[src/rtl/unsigned_seq_divider_16by8_if.sv]
// rtl/unsigned_seq_divider_16by8_if.sv - operand/result handshake bundle for the 16/8 divider
interface unsigned_seq_divider_16by8_if;
    logic        in_valid;
    logic        in_ready;
    logic [15:0] z;
    logic [7:0]  y;
    logic        out_valid;
    logic        out_ready;
    logic [7:0]  x;
    logic [7:0]  r;
    logic        div_by_zero;
    logic        overflow;

    modport master (
        output in_valid, z, y, out_ready,
        input  in_ready, out_valid, x, r, div_by_zero, overflow
    );

    modport slave (
        input  in_valid, z, y, out_ready,
        output in_ready, out_valid, x, r, div_by_zero, overflow
    );
endinterface

[src/rtl/unsigned_seq_divider_16by8.sv]
// rtl/unsigned_seq_divider_16by8.sv - sequential restoring 16/8 unsigned divider, one quotient bit per cycle
module unsigned_seq_divider_16by8 #(
    parameter int APPROX_L = 0
) (
    input  logic clk,
    input  logic rst,
    unsigned_seq_divider_16by8_if.slave bus
);
    // Last iteration index and the mask that zeroes the skipped low quotient bits.
    localparam logic [2:0] LAST_I    = 3'(APPROX_L);
    localparam logic [7:0] KEEP_MASK = 8'hFF << APPROX_L;

    typedef enum logic [1:0] {IDLE, RUN, DONE} state_t;

    state_t     state;
    logic [8:0] p;        // partial remainder, always < y between iterations
    logic [7:0] d;        // low dividend bits still to be shifted in
    logic [7:0] q;        // quotient bits built MSB first
    logic [2:0] i;        // current quotient bit index
    logic [7:0] y_q;      // latched divisor

    logic [8:0] t;
    logic       t_ge;
    logic [8:0] p_next;
    logic [7:0] q_next;

    // One restoring step: shift in the next dividend bit, subtract when it fits.
    always_comb begin
        t         = {p[7:0], d[i]};
        t_ge      = (t >= {1'b0, y_q});
        p_next    = t_ge ? (t - {1'b0, y_q}) : t;
        q_next    = q;
        q_next[i] = t_ge;
    end

    assign bus.in_ready = (state == IDLE);

    // Control FSM with registered result and flags.
    always_ff @(posedge clk) begin
        if (rst) begin
            state           <= IDLE;
            bus.out_valid   <= 1'b0;
            bus.x           <= 8'h00;
            bus.r           <= 8'h00;
            bus.div_by_zero <= 1'b0;
            bus.overflow    <= 1'b0;
            p               <= 9'h000;
            d               <= 8'h00;
            q               <= 8'h00;
            i               <= 3'd0;
            y_q             <= 8'h00;
        end else begin
            case (state)
                IDLE: begin
                    if (bus.in_valid) begin
                        y_q <= bus.y;
                        if (bus.y == 8'h00) begin
                            bus.x           <= 8'hFF;
                            bus.r           <= 8'hFF;
                            bus.div_by_zero <= 1'b1;
                            bus.out_valid   <= 1'b1;
                            state           <= DONE;
                        end else if (bus.z[15:8] >= bus.y) begin
                            // Quotient would need more than 8 bits.
                            bus.x         <= 8'hFF;
                            bus.r         <= 8'hFF;
                            bus.overflow  <= 1'b1;
                            bus.out_valid <= 1'b1;
                            state         <= DONE;
                        end else begin
                            p     <= {1'b0, bus.z[15:8]};
                            d     <= bus.z[7:0];
                            q     <= 8'h00;
                            i     <= 3'd7;
                            state <= RUN;
                        end
                    end
                end
                RUN: begin
                    p <= p_next;
                    q <= q_next;
                    if (i == LAST_I) begin
                        // Remainder is only meaningful when every quotient bit was computed.
                        bus.x         <= q_next & KEEP_MASK;
                        bus.r         <= (APPROX_L == 0) ? p_next[7:0] : 8'h00;
                        bus.out_valid <= 1'b1;
                        state         <= DONE;
                    end else begin
                        i <= i - 3'd1;
                    end
                end
                DONE: begin
                    if (bus.out_ready) begin
                        bus.out_valid   <= 1'b0;
                        bus.div_by_zero <= 1'b0;
                        bus.overflow    <= 1'b0;
                        state           <= IDLE;
                    end
                end
                default: state <= IDLE;
            endcase
        end
    end
endmodule

[src/flat_wrapper.sv]
// flat-port wrapper written by rule: the top's interface ports become plain ports
module unsigned_seq_divider_16by8_flat 
#(
    parameter int APPROX_L = 0
)
  (clk, rst, bus_in_valid, bus_z, bus_y, bus_out_ready, bus_in_ready, bus_out_valid, bus_x, bus_r, bus_div_by_zero, bus_overflow);
  unsigned_seq_divider_16by8_if bus_i ();
  input  logic clk;
  input  logic rst;
  input wire logic [$bits(bus_i.in_valid)-1:0] bus_in_valid;
  input wire logic [$bits(bus_i.z)-1:0] bus_z;
  input wire logic [$bits(bus_i.y)-1:0] bus_y;
  input wire logic [$bits(bus_i.out_ready)-1:0] bus_out_ready;
  output wire logic [$bits(bus_i.in_ready)-1:0] bus_in_ready;
  output wire logic [$bits(bus_i.out_valid)-1:0] bus_out_valid;
  output wire logic [$bits(bus_i.x)-1:0] bus_x;
  output wire logic [$bits(bus_i.r)-1:0] bus_r;
  output wire logic [$bits(bus_i.div_by_zero)-1:0] bus_div_by_zero;
  output wire logic [$bits(bus_i.overflow)-1:0] bus_overflow;
  assign bus_i.in_valid = bus_in_valid;
  assign bus_i.z = bus_z;
  assign bus_i.y = bus_y;
  assign bus_i.out_ready = bus_out_ready;
  assign bus_in_ready = bus_i.in_ready;
  assign bus_out_valid = bus_i.out_valid;
  assign bus_x = bus_i.x;
  assign bus_r = bus_i.r;
  assign bus_div_by_zero = bus_i.div_by_zero;
  assign bus_overflow = bus_i.overflow;
  unsigned_seq_divider_16by8 #(.APPROX_L(APPROX_L)) u_core (.clk(clk), .rst(rst), .bus(bus_i));
endmodule
[config.mk]
export PLATFORM = sky130hd
export DESIGN_NAME = unsigned_seq_divider_16by8_flat
export DESIGN_NICKNAME = d
export VERILOG_FILES = /design/src/rtl/unsigned_seq_divider_16by8_if.sv /design/src/rtl/unsigned_seq_divider_16by8.sv /design/src/flat_wrapper.sv
export SDC_FILE = /design/constraint.sdc
export NUM_CORES = 1
export LEC_CHECK = 0
export CORE_MARGIN = 5
export CORE_UTILIZATION = 58
export CTS_CLUSTER_DIAMETER = 40
export DETAILED_ROUTE_END_ITERATION = 6
export PLACE_DENSITY = 0.85
export SYNTH_ARGS = -nofsm -noshare
export SYNTH_HDL_FRONTEND = slang
export SYNTH_SLANG_ARGS = --single-unit
[constraint.sdc]
create_clock -name clk -period 8.75 [get_ports clk]
set_clock_uncertainty 0.2 [all_clocks]
set_input_delay 1.3125 -clock clk [delete_from_list [all_inputs] [get_ports clk]]
set_output_delay 1.3125 -clock clk [all_outputs]
set_load 0.05 [all_outputs]
==> impl.org, run 1 <==
** Run status
- The flow ran to the end, and the final reports show no timing, DRC or antenna violations.

** Clock tree
- Counting every sink on the clock net gives 56.
- Post-CTS Repair Setup Buffers :: 0
- The longest clock path from root to sink contains 2 buffers.
- Buffers inserted to repair hold after CTS numbered 0.
- Clock-pin slew on the worst setup and hold paths :: 0.10 ns
- TritonCTS built the clock tree.
- Root buffer selected by CTS :: sky130_fd_sc_hd__clkbuf_8
- Clock latency on the worst-skew pair, taken at its later pin, is 0.31 ns.
- PostCTS Resize Cnt :: 0
- H-tree levels :: 2
- TritonCTS buffer count :: 5

** Global route
- Global routing consumed, over all layers together, 21.1% of the routing resources.
- Routing usage on met3 :: 3.55%
- For met1 alone, demand over resource in global routing was 28.4%.
- In this run the most used layer during global routing was met2.
- After global routing the overflow that remains totals 0.
- GRT met2 Usage :: 34.3%
- Vias in the first global route :: 2675
- Initial antenna violation count :: 0
- Maximum number of pins on one net before global-route repair :: 41
- Wire length of the first global-routing pass :: 12.3 mm

** Floorplan
- After floorplanning, the core was sized to cover 0.00520 sq mm.
- IO Count :: 48
- Die W :: 83.7 um
- The initial utilization of the core area, before any placement, comes to 60.5%.
- DIE HEIGHT :: 83.7 um
- Number of standard-cell rows in the floorplan :: 26
- Die ar. :: 0.00700 sq mm

** Timing
- Finish-stage setup viols :: 0
- The total count of max-transition violations in the final report was 0.
- In the post-route analysis, the smallest setup slack over all paths is 4.79 ns.
- The tightest hold path in the finished design has a slack of 0.264 ns.
- After routing, the total negative slack on setup checks comes to 0 ns.
- The final-report hold violation count came to 0.
- The worst path needs 3.96 ns of the cycle, external delays included.
- Timing would allow up to 0.252 GHz.
- Of the available clock period, the critical path in the final layout requires 45.3%.
- The worst pin sits at a relative slew slack of 41.3%.
- For the pin with the worst max-slew slack, the measured transition is 0.881 ns.
- Setup repair after global routing left no endpoint under its margin.

** Setup path
- Setup slack of the worst register-to-register path :: 5.14 ns
- Path type of the worst setup path :: in -> reg
- The worst setup path is captured at a flop.
- Required time reported for the critical path endpoint :: 8.75 ns
- Along the worst path, the maximum fanout reaches 23.
- For the worst setup path, the data arrival time is 3.96 ns.
- Startpoint type of the worst setup path :: input pin

** Synth
- The most used flip-flop cell after synthesis is sky130_fd_sc_hd__dfxtp_1.
- Net count after synthesis :: 419
- For this run, the number of Yosys warnings is 0.
- Synthesized flop and latch total :: 56
- By count the netlist is led by 56 x sky130_fd_sc_hd__dfxtp_1, 45 x sky130_fd_sc_hd__nor2_1, 32 x sky130_fd_sc_hd__nand2_1.
- After synthesis, flip-flops and latches occupy 35.6% of the total area.
- Yosys top cell by area :: sky130_fd_sc_hd__dfxtp_1
- Most frequent cell after synthesis :: sky130_fd_sc_hd__dfxtp_1
- Average cell area after synthesis :: 8.46 sq um
- Cell Area, Synth :: 0.00315 sq mm
- Post-synthesis instance total :: 372
- The synthesized design contains 0 enable-type register cells.
- For this run, asynchronously set or reset flops after synthesis account for 0%.
- Yosys mapped the design onto 58 distinct sky130hd cell types.
- After synthesis, the cell types taking the most area are sky130_fd_sc_hd__dfxtp_1 36%, sky130_fd_sc_hd__ha_1 7.2%, sky130_fd_sc_hd__nor2_1 5.4%, sky130_fd_sc_hd__mux2i_1 5.1%, sky130_fd_sc_hd__nand2_1 3.8%.
- Summed over its instances, the top area cell type makes up 35.6% of the synthesized netlist area.

** Finish
- Final design utilization :: 71.2%
- Area overhead of the layout relative to synthesis :: 17.8%
- The final layout contains 453 nets.
- Antenna fix cells :: 0
- Final non-filler cell area :: 0.00371 sq mm
- The post-route netlist has 6.88% of its cells at a drive strength greater than 1.
- For this run, the number of standard cells in the final layout without fillers is 477.

** Routing
- Average routed wire per standard cell :: 15.5 um
- After detailed routing, the number of vias per cell comes to 5.87.
- Once detail routing completed, the nets flagged for antenna violations numbered 0.
- Initial detailed-routing violation count :: 272
- In the routed design, unresolved DRC markers number 0.
- After detailed routing, the total wire length is 7.37 mm.
- First-pass iteration count of the detailed router :: 4
- Vias after detailed routing :: 2801

** Placed design
- Post-placement worst setup slack :: 4.52 ns
- IO buf count :: 47
- The placed instances occupy a cell area of 0.00362 sq mm.
- The congestion estimate from routability-driven global placement came to 0.862.
- Detailed Place HPWL :: 5.48 mm
- In this run, placement finished with an instance count of 469.

** Hold path
- The min-delay analysis places its worst path in the category reg -> reg.

** Run
- Across the run, the number of max-cap violations was 0.

** Power
- Overall power consumption after layout is estimated at 0.864 mW.
- In this run the power density over the cells is 233 mW/mm^2.
- Across the VDD grid, the largest voltage drop is 0.150 mV.
- Static Leakage :: 1.45 nW
-- power breakdown --
group          internal [mW]  switching (mW)
Clock                 0.0572          0.0846
Sequential             0.287          0.0278
Combinational          0.159           0.247
Total                  0.504           0.360
-- layout by cell type (no fill, tap or decap), types with 2 or more instances in the layout --
master and count:
sky130_fd_sc_hd__o21ai_0 21, sky130_fd_sc_hd__o31a_1 2, sky130_fd_sc_hd__ha_1 18, sky130_fd_sc_hd__a211oi_1 7, sky130_fd_sc_hd__nor2b_1 6, sky130_fd_sc_hd__o311ai_1 2, sky130_fd_sc_hd__nand3_1 7, sky130_fd_sc_hd__a21oi_1 21
sky130_fd_sc_hd__o21a_1 5, sky130_fd_sc_hd__buf_4 2, sky130_fd_sc_hd__a311oi_1 2, sky130_fd_sc_hd__o211ai_1 3, sky130_fd_sc_hd__a32o_1 5, sky130_fd_sc_hd__nor3_1 18, sky130_fd_sc_hd__nand2b_1 4, sky130_fd_sc_hd__nor2_1 45
sky130_fd_sc_hd__o21ai_1 2, sky130_fd_sc_hd__nor4_1 2, sky130_fd_sc_hd__and2b_2 2, sky130_fd_sc_hd__inv_1 20, sky130_fd_sc_hd__o31ai_4 2, sky130_fd_sc_hd__a31oi_1 7, sky130_fd_sc_hd__nand2_1 32, sky130_fd_sc_hd__mux2i_1 16
sky130_fd_sc_hd__and2_1 2, sky130_fd_sc_hd__clkdlybuf4s50_1 47, sky130_fd_sc_hd__a21o_1 3, sky130_fd_sc_hd__a22oi_1 11, sky130_fd_sc_hd__clkbuf_8 5, sky130_fd_sc_hd__a211oi_2 3, sky130_fd_sc_hd__dfxtp_1 56, sky130_fd_sc_hd__xnor2_1 2
-- per-layer routing --
metal  part of all wire (%)  wire [um]  up-vias
met2                     47       3440       82
met5                      0          0        -
met3                    6.0        440        6
li1                       -          -     1408
met1                     46       3410     1305
met4                    1.1         83        0
-- state kept, by name, summed over array words and instances (netlist names) --
| signal | flops |
|---|---|
| u_core.bus.div_by_zero | 1 |
| u_core.state | 2 |
| u_core.p | 8 |
| u_core.bus.out_valid | 1 |
| u_core.y_q | 8 |
| u_core.i | 3 |
| u_core.d | 8 |
| u_core.q | 8 |
| u_core.bus.overflow | 1 |
| u_core.bus.x | 8 |
| u_core.bus.r | 8 |
-- cells by family after synthesis --
group	share of synthesized area, %
muxes	5.09
adders and majority gates	7.79
DFF	35.6
buffers and inverters	5.64
and+or+nand+nor	18.9
AOI/OAI and AO/OA	26.4
xor gates and xnor gates	0.557
-- final timing paths --
kind                      start       endpoint  depth (start not counted)
setup / recovery       bus_y[7]    u_core.p[4]                          9
hold / removal    u_core.y_q[6]  u_core.y_q[6]                          2
setup reg to reg    u_core.i[1]    u_core.p[0]                         10
hold reg to reg   u_core.y_q[6]  u_core.y_q[6]                          2
-- worst max-delay path, cell delays in order --
cell and delay (ns):
sky130_fd_sc_hd__clkdlybuf4s50_1 0.52, sky130_fd_sc_hd__inv_1 0.06, sky130_fd_sc_hd__ha_1 0.29, sky130_fd_sc_hd__nand2_1 0.07, sky130_fd_sc_hd__nor3_1 0.40, sky130_fd_sc_hd__a21o_1 0.21, sky130_fd_sc_hd__o31a_1 0.72, sky130_fd_sc_hd__nor2_1 0.13
sky130_fd_sc_hd__a32o_1 0.24
-- area by class of cell --
class | count | area (sq um)
clock buffers | 6 | 72.6
flip-flops and latches | 56 | 1120
multi-input cells | 274 | 1850
well taps | 70 | 87.6
inverters | 20 | 75.1
clock inverters | 2 | 16.3
fillers | 425 | 1500
repair buffers | 49 | 485
Power figures use the tool's default switching activity.
==> run 2: changes to the inputs <==
--- a/config.mk
+++ b/config.mk
@@ -6,10 +6,10 @@
 export NUM_CORES = 1
 export LEC_CHECK = 0
 export CORE_MARGIN = 5
-export CORE_UTILIZATION = 58
+export CORE_UTILIZATION = 54
 export CTS_CLUSTER_DIAMETER = 40
 export DETAILED_ROUTE_END_ITERATION = 6
-export PLACE_DENSITY = 0.85
+export PLACE_DENSITY = 0.8
 export SYNTH_ARGS = -nofsm -noshare
 export SYNTH_HDL_FRONTEND = slang
 export SYNTH_SLANG_ARGS = --single-unit
==> constraint.sdc (replaced) <==
create_clock -name clk -period 4.1 [get_ports clk]
set_clock_uncertainty 0.2 [all_clocks]
set_input_delay 0.615 -clock clk [delete_from_list [all_inputs] [get_ports clk]]
set_output_delay 0.615 -clock clk [all_outputs]
set_load 0.05 [all_outputs]
==> run 2 against run 1 <==
Sequential power is 110% higher. Design area up 1.2%. Worst hold slack better by 0.0030 ns. Utilization fell by 3.9 points. Die area up 6.5%. Via count grew 0.96%. Count of clock-buffer cells in the layout fell by 1. Register-to-register slack worse by 4.5 ns. Wire length is 1.9% higher. Non-clock buffer count rose by 2. Sequential share of layout area decreased by 0.35 points. Clock power rose to 2.7 times the previous value. Critical path type is now reg -> reg. Critical endpoint is now u_core.bus.r[7]. Largest power group unchanged.
==> impl.org, run 2 (synthesis results as in run 1) <==
** Global route
- Wire length of the first global-routing pass :: 12.3 mm (-0.11%)
- Maximum number of pins on one net before global-route repair :: 29 (-29%)
- Vias in the first global route :: 2563 (-4.2%)
- Initial antenna violation count :: 0 (unchanged)
- Global-route total usage across every layer :: 20.1% (-0.92 points)
- Total overflow reported by the global router :: 0 (unchanged)

** Finish
- The sequential cell area came to 0.00112 sq mm (unchanged).
- Post-Layout Cell Count :: 481 (+0.84%)
- The post-layout net count is 455 (+0.44%).
- Area overhead of the layout relative to synthesis :: 19.2%
- The number of diodes added for antenna fixing came to 0 (unchanged).
- Fraction of final layout cells with drive strength greater than 1 :: 7.58% (+0.70 points)
- The layout filler cell count came to 469 (+10%).
- The area used by multi-input combinational logic was 0.00185 sq mm (unchanged).
- Commonest non-fill, non-tap cell in the layout :: sky130_fd_sc_hd__dfxtp_1
- Commonest non-fill, non-tap cells in the layout :: 56 x sky130_fd_sc_hd__dfxtp_1, 47 x sky130_fd_sc_hd__clkdlybuf4s50_1, 45 x sky130_fd_sc_hd__nor2_1, 32 x sky130_fd_sc_hd__nand2_1
- The post-route core utilization was 67.3% (-3.9 points).

** Setup path
- The largest individual stage delay along the critical path comes from the cell sky130_fd_sc_hd__dfxtp_1.
- Worst path cell trace :: mux2i_1 -> o211ai_1 -> a22oi_1 -> ha_1 -> nand2b_1 -> a211oi_1 -> o31a_4 -> a311oi_2 -> a211oi_2 -> a211oi_2
- The critical path data required time came to 4.08 ns (-4.67 ns).
- The cell that appears most often on the critical path is sky130_fd_sc_hd__a211oi_2.
- Startpoint of the worst register-to-register path :: u_core.i[1]
- Path type of the worst setup path :: reg -> reg
- Endpoint kind of the worst setup timing path :: flop
- FF-to-FF path depth :: 10 (unchanged)
- Setup slack of the worst register-to-register path :: 0.63 ns (-4.51 ns)
- In this run the critical register-to-register path is captured at u_core.bus.r[7].
- The maximum single-stage delay on the critical path came to 0.61 ns (-0.11 ns).
- Critical path peak fanout :: 13 (-43%)
- Startpoint type of the worst setup path :: flop
- The arrival time at the worst endpoint came to 3.44 ns (-0.52 ns).

** Timing
- The total count of max-transition violations in the final report came to 0 (unchanged).
- Setup TNS :: 0 ns (unchanged)
- Relative max-transition margin :: 40.3% (-1.0 points)
- Post-layout minimum cycle time :: 3.47 ns
- The number of setup violations in the final report was 0 (unchanged).
- The final-report hold violation count is 0 (unchanged).
- Unrepaired setup endpoints after global routing :: no
- Portion of the clock cycle consumed by the worst path in the final layout :: 84.5%
- Peak clock frequency supported by timing :: 0.289 GHz
- The slew at the pin closest to its max-slew limit came to 0.896 ns (+0.0150 ns).
- The post-route worst setup slack was 0.634 ns (-4.15 ns).

** Hold path
- Number of stages on the worst hold path :: 2 (unchanged)
- In this run the most critical hold path is launched from u_core.y_q[5].
- Class of the most critical hold timing path :: reg -> reg
- For hold timing, the worst endpoint is u_core.y_q[5].

** Power
- The leakage power summed over all cells came to 1.48 nW (+2.0%).
- The peak supply drop is 0.300 mV (+100%).
- Power per standard cell area :: 513 mW/mm^2 (+120%)

** Placed design
- Cells after DPL :: 473 (+0.85%)
- Final RePlAce weighted congestion :: 0.893 (+3.6%)
- IO buf count :: 47 (unchanged)
- The post-placement worst setup slack was 0.526 ns (-4.00 ns).
- Detailed Place HPWL :: 5.50 mm (+0.33%)

** Floorplan
- The number of rows in the core area came to 27 (+3.8%).
- The die area was 0.00746 sq mm (+6.5%).
- The count of pins on the block boundary was 48 (unchanged).
- The chip width came to 86.4 um (+3.2%).
- The placeable core area is 0.00557 sq mm (+7.1%).
- Effective utilization at floorplan :: 56.5% (-4.0 points)
- The y dimension of the die was 86.4 um (+3.2%).

** Routing
- The routed wirelength normalized by instance count was 15.6 um (+1.0%).
- The detailed-route vias per instance was 5.88 (+0.12%).
- Number of remaining DRC errors :: 0 (unchanged)
- Vias after detailed routing :: 2828 (+0.96%)
- Number of routed nets with antenna violations :: 0 (unchanged)
- The aggregate routed wire length came to 7.51 mm (+1.9%).
- Initial detailed-routing violation count :: 209 (-23%)
- First-pass iteration count of the detailed router :: 4 (unchanged)

** Clock tree
- The count of instances resized after the clock tree is built came to 0 (unchanged).
- The count of hold buffers inserted by post-cts repair was 0 (unchanged).
- Clock-pin slew on the worst setup and hold paths :: 0.10 ns (about the same)
- The CTS buffer count came to 5 (unchanged).
- Clk sinks :: 56 (unchanged)
- TritonCTS clock tree :: yes
- The number of buffers inserted by post-CTS setup repair is 0 (unchanged).
- H-tree levels :: 2 (unchanged)
- The tree is rooted in a sky130_fd_sc_hd__clkbuf_8.
- The worst-skew pair later-pin latency is 0.32 ns (about the same).
- The maximum buffer depth of the clock tree was 2 (unchanged).

** Run status
- The run finished with clean final reports.

** Run
- Number of max-capacitance violations reported :: 0 (unchanged)
==> run 2: cell types whose count changed in the layout (fill, tap and decap cells not counted) <==
cell | before | now
sky130_fd_sc_hd__clkinv_4 | 1 | 0
sky130_fd_sc_hd__inv_8 | 0 | 1
sky130_fd_sc_hd__clkbuf_1 | 1 | 0
sky130_fd_sc_hd__bufinv_16 | 0 | 1
sky130_fd_sc_hd__clkinvlp_4 | 1 | 0
sky130_fd_sc_hd__buf_4 | 2 | 4
sky130_fd_sc_hd__clkinv_2 | 0 | 1
==> run 2: how the worst max path moves through the flow <==
| stage | endpoint | slack [ns] | depth (start not counted) | start |
|---|---|---|---|---|
| 2_1_floorplan | u_core.bus.x[3] | 1.20 | 12 | u_core.i[1] |
| 3_3_place_gp | u_core.p[5] | 0.61 | 9 | bus_y[2] |
| 3_5_place_dp | u_core.p[5] | 0.53 | 9 | bus_y[5] |
| 4_1_cts | u_core.p[0] | 0.63 | 10 | u_core.i[1] |
| 5_1_grt | u_core.p[0] | 0.40 | 10 | u_core.i[1] |
| 6_report | u_core.bus.r[7] | 0.63 | 10 | u_core.i[1] |
==> run 2: final cells by class <==
cell class,count,share of cell area [%]
sequential,56,29.9
clock inverter,3,1.23
clock buffer,5,1.83
timing repair buffer,51,13.3
multi-input combinational,274,49.3
tap,72,2.40
inverter,20,2.00
==> run 2: where the power goes <==
part	total, mW	internal [mW]	switching (mW)
clock	0.377	0.185	0.191
combinational	0.882	0.345	0.537
sequential	0.667	0.613	0.0544
==> run 2: metal layers <==
layer  global-route usage, %  up-vias  wire length, um
li1                        -     1405                -
met1                    28.8     1316             3500
met2                    30.1       92             3330
met3                    4.56       15              542
met4                    6.09        0              140
met5                       0        -                0
==> run 2: metrics by stage <==
step           power (mW)  hold WS [ns]  cell area, sq um
2_1_floorplan        1.35         0.236              3150
3_3_place_gp         1.53         0.244              3640
3_5_place_dp         1.55         0.248              3640
4_1_cts              1.93         0.271              3750
5_1_grt              2.03         0.287              3750
6_report             1.93         0.267              3750
==> run 2: critical path, delay by kind of cell (launching register included) <==
family | cells | cell delay [ns]
fa+ha+maj | 1 | 0.32
flops | 1 | 0.61
simple gates | 1 | 0.16
mux | 1 | 0.25
compound gates | 7 | 1.78
